===== src/rtl/ctrl_pkg.sv =====
// Shared encodings for the multi-cycle control unit:
// FSM states, opcodes, select codes and the ALU-op helper.
package ctrl_pkg;

    typedef enum logic [2:0] {
        S_FETCH  = 3'd0,
        S_DECODE = 3'd1,
        S_EXEC   = 3'd2,
        S_MEM    = 3'd3,
        S_WB     = 3'd4
    } state_t;

    localparam logic [6:0] OP_R    = 7'b0110011;
    localparam logic [6:0] OP_I    = 7'b0010011;
    localparam logic [6:0] OP_LOAD = 7'b0000011;
    localparam logic [6:0] OP_S    = 7'b0100011;
    localparam logic [6:0] OP_B    = 7'b1100011;
    localparam logic [6:0] OP_JALR = 7'b1100111;
    localparam logic [6:0] OP_JAL  = 7'b1101111;
    localparam logic [6:0] OP_LUI  = 7'b0110111;

    localparam logic [6:0] F7_ZERO = 7'b0000000;
    localparam logic [6:0] F7_ALT  = 7'b0100000;

    localparam logic [3:0] ALU_ADD = 4'd0;
    localparam logic [3:0] ALU_SUB = 4'd1;
    localparam logic [3:0] ALU_AND = 4'd2;
    localparam logic [3:0] ALU_XOR = 4'd3;
    localparam logic [3:0] ALU_SRA = 4'd4;
    localparam logic [3:0] ALU_SLL = 4'd5;
    localparam logic [3:0] ALU_SRL = 4'd6;
    localparam logic [3:0] ALU_BNE = 4'd7;
    localparam logic [3:0] ALU_LUI = 4'd8;
    localparam logic [3:0] ALU_OR  = 4'd9;

    localparam logic [3:0] EXT_NONE = 4'd0;
    localparam logic [3:0] EXT_I    = 4'd1;
    localparam logic [3:0] EXT_S    = 4'd2;
    localparam logic [3:0] EXT_B    = 4'd3;
    localparam logic [3:0] EXT_J    = 4'd4;
    localparam logic [3:0] EXT_U    = 4'd5;

    localparam logic [1:0] RS_NONE = 2'b00;
    localparam logic [1:0] RS_MEM  = 2'b01;
    localparam logic [1:0] RS_ALU  = 2'b10;
    localparam logic [1:0] RS_PC4  = 2'b11;

    localparam logic [1:0] SRC_RS2 = 2'b00;
    localparam logic [1:0] SRC_IMM = 2'b01;
    localparam logic [1:0] SRC_PC  = 2'b10;

    typedef struct packed {
        logic       j_sel;
        logic [1:0] reg_sel;
        logic [3:0] ext_sel;
        logic [1:0] alu_src;
        logic [3:0] alu_sel;
        logic       width;
    } sel_t;

    // funct3 -> ALU op shared by R and I forms; alt picks sub/sra.
    function automatic logic [3:0] alu_of(input logic [2:0] f3,
                                          input logic alt);
        unique case (f3)
            3'b000:  return alt ? ALU_SUB : ALU_ADD;
            3'b001:  return ALU_SLL;
            3'b100:  return ALU_XOR;
            3'b101:  return alt ? ALU_SRA : ALU_SRL;
            3'b110:  return ALU_OR;
            3'b111:  return ALU_AND;
            default: return ALU_ADD;
        endcase
    endfunction

endpackage


===== src/rtl/ctrl_decode_tbl.sv =====
// Pure combinational decode of an instruction word into datapath selects.
// Ports: instr in; selects, illegal and class flags (load/store/branch/wb) out.
module ctrl_decode_tbl
    import ctrl_pkg::*;
(
    input  logic [31:0] instr,
    output logic        j_sel,
    output logic [1:0]  reg_sel,
    output logic [3:0]  ext_sel,
    output logic [1:0]  alu_src,
    output logic [3:0]  alu_sel,
    output logic        width,
    output logic        illegal,
    output logic        is_load,
    output logic        is_store,
    output logic        is_br,
    output logic        is_wb
);

    logic [6:0] opcode;
    logic [2:0] f3;
    logic [6:0] f7;
    logic       f7_zero;
    logic       f7_alt;
    logic       f3_ok;
    logic       unused_fields;

    assign opcode        = instr[6:0];
    assign f3            = instr[14:12];
    assign f7            = instr[31:25];
    assign f7_zero       = (f7 == F7_ZERO);
    assign f7_alt        = (f7 == F7_ALT);
    // slt/sltu (010/011) are the only funct3 values outside the subset
    assign f3_ok         = (f3[2:1] != 2'b01);
    assign unused_fields = ^instr[24:15] ^ ^instr[11:7];

    always_comb begin
        j_sel    = 1'b0;
        reg_sel  = RS_NONE;
        ext_sel  = EXT_NONE;
        alu_src  = SRC_RS2;
        alu_sel  = ALU_ADD;
        width    = 1'b0;
        illegal  = 1'b0;
        is_load  = 1'b0;
        is_store = 1'b0;
        is_br    = 1'b0;
        is_wb    = 1'b0;
        unique case (opcode)
            OP_R: begin
                reg_sel = RS_ALU;
                is_wb   = 1'b1;
                alu_sel = alu_of(f3, f7_alt);
                // only add/sub and srl/sra have a funct7 alternate
                if (f3 == 3'b000 || f3 == 3'b101)
                    illegal = !(f7_zero || f7_alt) || !f3_ok;
                else
                    illegal = !f7_zero || !f3_ok;
            end
            OP_I: begin
                reg_sel = RS_ALU;
                ext_sel = EXT_I;
                alu_src = SRC_IMM;
                is_wb   = 1'b1;
                // addi has no alternate; bit 30 is just immediate
                alu_sel = alu_of(f3, f7_alt && f3 == 3'b101);
                if (f3 == 3'b001)
                    illegal = !f7_zero;
                else if (f3 == 3'b101)
                    illegal = !(f7_zero || f7_alt);
                else
                    illegal = !f3_ok;
            end
            OP_LOAD: begin
                reg_sel = RS_MEM;
                ext_sel = EXT_I;
                alu_src = SRC_IMM;
                is_load = 1'b1;
                width   = (f3 == 3'b100);
                illegal = !(f3 == 3'b010 || f3 == 3'b100);
            end
            OP_S: begin
                ext_sel  = EXT_S;
                alu_src  = SRC_IMM;
                is_store = 1'b1;
                width    = (f3 == 3'b000);
                illegal  = !(f3 == 3'b010 || f3 == 3'b000);
            end
            OP_B: begin
                ext_sel = EXT_B;
                alu_sel = ALU_BNE;
                is_br   = 1'b1;
                illegal = (f3 != 3'b001);
            end
            OP_JALR: begin
                j_sel   = 1'b1;
                reg_sel = RS_PC4;
                ext_sel = EXT_I;
                alu_src = SRC_IMM;
                is_wb   = 1'b1;
                illegal = (f3 != 3'b000);
            end
            OP_JAL: begin
                j_sel   = 1'b1;
                reg_sel = RS_PC4;
                ext_sel = EXT_J;
                alu_src = SRC_PC;
                is_wb   = 1'b1;
            end
            OP_LUI: begin
                reg_sel = RS_ALU;
                ext_sel = EXT_U;
                alu_src = SRC_IMM;
                alu_sel = ALU_LUI;
                is_wb   = 1'b1;
            end
            default: illegal = 1'b1;
        endcase
        if (illegal) begin
            is_load  = 1'b0;
            is_store = 1'b0;
            is_br    = 1'b0;
            is_wb    = 1'b0;
        end
    end

endmodule


===== src/rtl/ctrl_unit_mc.sv =====
// Multi-cycle FETCH/DECODE/EXEC/MEM/WB control unit with memory timeouts.
// Ports: clk, rst_n, if_ack/instr, dm_ack, br_taken in; requests, strobes, selects out.
module ctrl_unit_mc
    import ctrl_pkg::*;
#(
    parameter int MEM_TIMEOUT = 16,
    parameter int CNT_W       = 5
) (
    input  logic        clk,
    input  logic        rst_n,
    input  logic        if_ack,
    input  logic [31:0] instr,
    input  logic        dm_ack,
    input  logic        br_taken,
    output logic        if_req,
    output logic        ir_we,
    output logic        dm_req,
    output logic        ws_en,
    output logic        w_en,
    output logic        pc_we,
    output logic        jal_sel,
    output logic        j_sel,
    output logic [1:0]  reg_sel,
    output logic [3:0]  ext_sel,
    output logic [1:0]  alu_src,
    output logic [3:0]  alu_sel,
    output logic        width,
    output logic        illegal,
    output logic        bus_err
);

    state_t           state;
    state_t           state_d;
    logic [CNT_W-1:0] cnt;
    logic             timeout;
    logic [31:0]      ir;
    sel_t             sel_q;
    logic             jal_q, ld_q, st_q, br_q, wb_q;
    logic             d_j, d_w, d_ill, d_ld, d_st, d_br, d_wb;
    logic [1:0]       d_rs, d_src;
    logic [3:0]       d_ext, d_alu;

    ctrl_decode_tbl u_dec (
        .instr    (ir),
        .j_sel    (d_j),
        .reg_sel  (d_rs),
        .ext_sel  (d_ext),
        .alu_src  (d_src),
        .alu_sel  (d_alu),
        .width    (d_w),
        .illegal  (d_ill),
        .is_load  (d_ld),
        .is_store (d_st),
        .is_br    (d_br),
        .is_wb    (d_wb)
    );

    assign timeout = (cnt == CNT_W'(MEM_TIMEOUT));

    always_ff @(posedge clk or negedge rst_n) begin
        if (!rst_n) state <= S_FETCH;
        else        state <= state_d;
    end

    always_comb begin
        state_d = state;
        unique case (state)
            S_FETCH:  if (if_ack) state_d = S_DECODE;
            S_DECODE: state_d = d_ill ? S_FETCH : S_EXEC;
            S_EXEC: begin
                if (ld_q || st_q) state_d = S_MEM;
                else if (wb_q)    state_d = S_WB;
                else              state_d = S_FETCH;
            end
            // ack in the timeout cycle still completes the access
            S_MEM: begin
                if (dm_ack)       state_d = st_q ? S_FETCH : S_WB;
                else if (timeout) state_d = S_FETCH;
            end
            S_WB:     state_d = S_FETCH;
            default:  state_d = S_FETCH;
        endcase
    end

    // wait counter: cleared on any state change and on a fetch timeout
    always_ff @(posedge clk or negedge rst_n) begin
        if (!rst_n)
            cnt <= '0;
        else if (state_d != state || timeout)
            cnt <= '0;
        else if (state == S_FETCH || state == S_MEM)
            cnt <= cnt + CNT_W'(1);
        else
            cnt <= '0;
    end

    // private IR copy; instr is only valid in the ack cycle
    always_ff @(posedge clk or negedge rst_n) begin
        if (!rst_n)                         ir <= '0;
        else if (state == S_FETCH && if_ack) ir <= instr;
    end

    always_ff @(posedge clk or negedge rst_n) begin
        if (!rst_n) begin
            sel_q <= '0;
            jal_q <= 1'b0;
            ld_q  <= 1'b0;
            st_q  <= 1'b0;
            br_q  <= 1'b0;
            wb_q  <= 1'b0;
        end else if (state == S_DECODE) begin
            sel_q <= d_ill ? '0 : {d_j, d_rs, d_ext, d_src, d_alu, d_w};
            jal_q <= 1'b0;
            ld_q  <= d_ld;
            st_q  <= d_st;
            br_q  <= d_br;
            wb_q  <= d_wb;
        end else if (state == S_EXEC && br_q) begin
            jal_q <= br_taken;
        end
    end

    // branch decision is live during EXEC, then held
    assign jal_sel = (state == S_EXEC && br_q) ? br_taken : jal_q;
    assign j_sel   = sel_q.j_sel;
    assign reg_sel = sel_q.reg_sel;
    assign ext_sel = sel_q.ext_sel;
    assign alu_src = sel_q.alu_src;
    assign alu_sel = sel_q.alu_sel;
    assign width   = sel_q.width;

    // rst_n gating keeps the FETCH request low while reset is held
    always_comb begin
        if_req  = 1'b0;
        ir_we   = 1'b0;
        dm_req  = 1'b0;
        ws_en   = 1'b0;
        w_en    = 1'b0;
        pc_we   = 1'b0;
        illegal = 1'b0;
        bus_err = 1'b0;
        if (rst_n) begin
            unique case (state)
                S_FETCH: begin
                    if_req  = 1'b1;
                    ir_we   = if_ack;
                    bus_err = !if_ack && timeout;
                end
                S_DECODE: begin
                    illegal = d_ill;
                    pc_we   = d_ill;
                end
                S_EXEC:   pc_we = br_q;
                S_MEM: begin
                    dm_req  = 1'b1;
                    ws_en   = st_q;
                    pc_we   = dm_ack ? st_q : timeout;
                    bus_err = !dm_ack && timeout;
                end
                S_WB: begin
                    w_en  = 1'b1;
                    pc_we = 1'b1;
                end
                default: ;
            endcase
        end
    end

endmodule


===== config.mk =====
export PLATFORM = sky130hd
export DESIGN_NAME = ctrl_unit_mc
export DESIGN_NICKNAME = d
export VERILOG_FILES = /design/src/rtl/ctrl_pkg.sv /design/src/rtl/ctrl_decode_tbl.sv /design/src/rtl/ctrl_unit_mc.sv
export SDC_FILE = /design/constraint.sdc
export NUM_CORES = 1
export LEC_CHECK = 0
export CAP_MARGIN = 20
export CORE_MARGIN = 2
export CORE_UTILIZATION = 30
export CTS_CLUSTER_DIAMETER = 100
export CTS_CLUSTER_SIZE = 12
export DETAILED_ROUTE_END_ITERATION = 8
export SLEW_MARGIN = 40
export SYNTH_ARGS = -nofsm -noshare
export SYNTH_HDL_FRONTEND = slang
export SYNTH_HIERARCHICAL = 1
export SYNTH_SLANG_ARGS = --single-unit

===== constraint.sdc =====
create_clock -name clk -period 2.3 [get_ports clk]
set_input_delay 0.345 -clock clk [delete_from_list [all_inputs] [get_ports clk]]
set_output_delay 0.345 -clock clk [all_outputs]
set_load 0.01 [all_outputs]

Word level (Yosys, flattened, before mapping) --
Index checks and enable logic that the tools add are counted.
Cells by class: add/sub/neg operators 1, reductions and logical operators 31, equality and inequality tests 23, mux-type cells 54
Operators with widths (number):
- $pmux W4 S6 | 2
- $mux W1 | 31
- $eq A7 B6 Y1 const B | 4
- $eq A7 B7 Y1 const B | 3
- $mux W3 | 6
- $pmux W4 S4 | 1
- $eq A3 B3 Y1 const B | 5
- $pmux W3 S5 | 1
- $mux W14 | 1
- $pmux W3 S4 | 1
- $mux W5 | 2
- $reduce_or A5 Y1 | 2
- $eq A3 B2 Y1 const B | 3
- $logic_or A1 B1 Y1 | 9
- $eq A7 B2 Y1 const B | 1
- $eq A7 B5 Y1 const B | 1
- $logic_not A1 Y1 | 7
- $logic_not A7 Y1 | 1
- $pmux W1 S7 | 1
- $eq A3 B1 Y1 const B | 2
- $logic_not A3 Y1 | 2
- $mux W2 | 3
- $pmux W2 S3 | 1
- $reduce_or A3 Y1 | 2
- 11 further kinds | 17
Storage, ports and cells: register bits after elaboration 59

Depth between registers and ports, before layout --
Gate-level depths: netlist (run 1).
word-level depth 11, depth in mapped cells 10

Cells and area by module --
Netlist (run 1), hierarchy kept.
Modules (own cells, without submodules):
- ctrl_unit_mc | area each 2473.6 sq um, cells each 180, instances 1
- ctrl_decode_tbl | area each 493.0 sq um, cells each 85, instances 1

Worst setup path after synthesis (run 1) --
Ideal clock, no wire load.
path type reg2reg, start point register ir[2], end point register sel_q (netlist bit alu_sel[3]), required time 2.234 ns, slack -0.171 ns, arrival time 2.405 ns, clock period less this slack 2.471 ns, buffers on the path 2, cell stages (with the launch flop) 9, cells stage by stage dfrtp_1 -> buf_2 -> a211o_1 -> a211oi_2 -> o211ai_1 -> or3_1 -> nor4b_2 -> buf_2 -> a22o_1
Between the ends: longest elaborated chain between the ends 4, elaborated cells between the ends (all ways) 12, those cells by class 8 x eq/ne; 3 x mux; 1 x reduce/logical
Ends and longest elaborated chain:
- start, declared | RTL line ctrl_unit_mc.sv:36 | logic [31:0] ir;
- start signal, assigned | RTL line ctrl_unit_mc.sv:100 | else if (state == S_FETCH && if_ack) ir <= instr;
- $eq A7 B7 Y1 or $eq A7 B6 Y1 (tied branches) | RTL line ctrl_decode_tbl.sv:49 | unique case (opcode)
- $reduce_or A2 Y1 (no line)
- $pmux W1 S7 * | RTL line ctrl_decode_tbl.sv:49
- net d_ill | RTL line ctrl_unit_mc.sv:39 | logic d_j, d_w, d_ill, d_ld, d_st, d_br, d_wb;
- $mux W14 * | RTL line ctrl_unit_mc.sv:112 | sel_q <= d_ill ? '0 : {d_j, d_rs, d_ext, d_src, d_alu, d_w};
- end signal, assigned | RTL line ctrl_unit_mc.sv:112
- end, declared | RTL line ctrl_unit_mc.sv:37 | sel_t sel_q;
The timed path passes the listed nets; every way through them passes the cells marked *. A chain may end at the register's enable or synchronous reset.

Worst setup path after layout (run 1) --
start point register ir[4], end point output port pc_we
Between the ends: longest elaborated chain between the ends 5, elaborated cells between the ends (all ways) 12, those cells by class 8 x eq/ne; 3 x mux; 1 x reduce/logical
Ends and longest elaborated chain:
- $eq A7 B7 Y1 or $eq A7 B6 Y1 (tied branches) | RTL line ctrl_decode_tbl.sv:49
- $reduce_or A2 Y1 (no line)
- $pmux W1 S7 * | RTL line ctrl_decode_tbl.sv:49
- net d_ill | RTL line ctrl_unit_mc.sv:39
- $pmux W1 S4 * | RTL line ctrl_unit_mc.sv:143 | unique case (state)
- $mux W1 * | RTL line ctrl_unit_mc.sv:142 | if (rst_n) begin
- end, declared | RTL line ctrl_unit_mc.sv:20 | output logic pc_we,
Marked as above.

==> summary.md, run 1 <==
| Metric | Value |
|---|---|
| Largest stage delay, worst path | `~440 ps` |
| Average wire per cell in the routed design | `approximately 13 µm` |
| IO Pins | `60` |
| Residual DRC count | `0` |
| Cell leakage power | `1.524 nW` |
| Largest net degree at the start of global routing | `24` |
| Antenna viol nets, final | `0` |
| Average instance area after synthesis | `between 10 and 15 µm²` |
| Most common library cell in the layout ignoring fill and taps | `buf_4` |
| Commonest cells after routing, fill and taps aside | `buf_4 (55), dfrtp_1 (41), clkdlybuf4s50_1 (39)` |
| Area Overhead vs Synth | `43.70%` |
| Post-route worst hold slack | `roughly 120 ps` |
| Post-DR vias/cell | `around 4.6` |
| Cell Chain, Critical Path | `and2b_1 -> nand3_1 -> a211oi_2 -> o211ai_1 -> or3_4 -> nand3b_1 -> a21oi_1 -> o31a_1 -> buf_2` |
| Antenna violations before repair | `0` |
| Aggregate global routing overflow | `0` |
| Non-filler cells, final | `431` |
| Die width | `93.86 µm` |
| Arrival time at the worst endpoint | `about 2400 ps` |
| Clock insertion delay at the later pin of the skew report | `slightly below 300 ps` |
| NumNets Final | `roughly 370` |
| Number of fill cells | `around 750` |
| Final Hold Fails | `0` |
| # port buffers | `44` |
| Final weighted congestion in routability-driven placement | `approximately 0.82` |
| Share of the core filled with cells | `approximately 45%` |
| Count of vias placed by the detailed router | `a little under 2000` |
| WL final | `~5.6 mm` |
| Synthesis Warnings | `6` |
| Violation count after the first detailed-route iteration | `53` |
| Number of buffers created by CTS | `5` |
| Maximum clock rate | `roughly 370 MHz` |
| Status | `finished with violations` |
| Share of layout cells above drive strength 1 | `around a third` |
| Half-perimeter wire length of the detailed placement result | `between 4 and 5 mm` |
| Wire length of the first global-routing pass | `between 9 and 10 mm` |
| Clock Sink Count | `44` |
| CTS HTree Levels | `2` |
| RSZ-0062 raised after global routing | `yes` |
| Max Buffers Root-to-Sink | `2` |
| Standard-cell rows | `32` |
| Area inside the core boundary | `7767 µm²` |
| Setup-violating endpoint count in the final report | `20` |
| Number of placed instances, taps included | `~400` |
| Period Utilization, post-route | `117.8%` |
| Top fanout value on the critical path | `5` |
| Maximum vdd ir drop | `approximately 300 µV` |
| Smallest setup slack after layout | `-409.2 ps` |
| Endpoint type of the worst setup path | `output pin` |
| Via count of the first global-routing pass | `roughly 2000` |
| Total power divided by cell area | `approximately 750 nW/µm²` |
| Netlist area before placement | `about 2400 µm²` |
| Critical Path Slowest Stage Cell | `dfrtp_2` |
| 1st-pass router iterations | `4` |
| Inserted Diodes | `0` |
| Total routing usage reported by global routing | `between 10 and 15%` |
| Shortest clock period the worst path allows after layout | `~2700 ps` |
| Worst clock skew | `around 4.2 ps` |
| Clock transition at path regs | `about 80 ps` |
| Initial cell density of the core | `a little under a third` |
| Post-synthesis cell count | `235` |
| Data required time of the worst path | `a little under 2000 ps` |
| Category of the most critical setup path | `reg -> out` |
| Die ar. | `a little under 9000 µm²` |
| Final Total Pwr | `2.599 mW` |
| Max-Cap Viols | `0` |
| TritonCTS clock tree | `done` |
| Sum of negative setup slack | `-3386 ps` |
| Path type of the worst min-delay path | `in -> async` |
| Violations in the final reports | `setup timing` |
| Root buf cell | `clkbuf_8` |
| Kind of launch point of the worst setup path | `flip-flop` |
| Final max-slew violation count | `0` |
| Synthesized netlist net count | `274` |
| DIE HEIGHT | `93.86 µm` |
[final cells by class]
cell class / instances / area (µm²) / share of cell area, %
multi-input cells: 168 / 1240 / 35.62
flip-flops and latches: 44 / 1105 / 31.74
repair buffers: 102 / 874.6 / 25.13
well taps: 102 / 127.6 / 3.666
clock buffers: 6 / 72.57 / 2.085
clock inverters: 2 / 35.03 / 1.006
inverters: 7 / 26.28 / 0.7549
[where the power goes]
part	switching (mW)	total [mW]	internal, mW
logic	0.433	0.992	0.560
registers	0.128	1.02	0.894
clock network	0.261	0.584	0.323
total	0.822	2.60	1.78
[stage by stage]
stage	instance area (µm²)	setup WS (ps)
finish	3481	-409.2
global route	3481	-572.7
CTS	3458	-419.7
detailed placement	3251	-483.9
global placement	3251	-444.6
floorplan	2446	-23.59
[flip-flops by register name (all words and copies together) (netlist names)]
register  count
alu_src       2
br_q          1
reg_sel       2
width         1
st_q          1
j_sel         1
alu_sel       4
ld_q          1
wb_q          1
cnt           5
state         3
jal_q         1
ext_sel       4
ir           17
[metal layers]
| metal | share of wire [%] | track usage [%] | up-vias |
|---|---|---|---|
| li1 | - | - | 1026 |
| met1 | 49 | 18.97 | 927 |
| met2 | 47 | 21.49 | 33 |
| met3 | 3.5 | 2.970 | 4 |
| met4 | 0.75 | 2.899 | 0 |
| met5 | 0 | 0 | - |
[critical path: cells and delay by family (launching register included)]
family,cells,cell delay (ps)
and+or+nand+nor,4,790
AOI/OAI and AO/OA,4,700
DFF,1,440
buffers and inverters,1,140
[what timing repair did]
item | 4_1_cts | 5_1_grt
hold buffers | 1 | 0
resized for setup | 18 | 3
buffers inserted | 10 | 1
setup endpoints to repair | 22 | 21
pin swaps | 9 | 5
endpoints found under the hold margin | 4 | 0
[worst paths after layout]
check	from	endpoint	slack, ps	cells past startpoint
max	ir[4]	pc_we	-410	9
min	rst_n	width	120	2
max reg2reg	ir[4]	cnt[4]	-210	11
min reg2reg	cnt[0]	cnt[0]	490	1
max in group asynchronous	rst_n	br_q	1570	2
min in group clk	cnt[0]	cnt[0]	490	1
Note: power is estimated with default switching activity, not from simulation.
==> inputs of run 2 (changes only) <==
--- a/config.mk
+++ b/config.mk
@@ -9,7 +9,6 @@
 export CORE_MARGIN = 2
 export CORE_UTILIZATION = 30
 export CTS_CLUSTER_DIAMETER = 100
-export CTS_CLUSTER_SIZE = 12
 export DETAILED_ROUTE_END_ITERATION = 8
 export SLEW_MARGIN = 40
 export SYNTH_ARGS = -nofsm -noshare
==> results of run 2 <==
No change in the layout: final DEF, timing and power equal those of run 1.
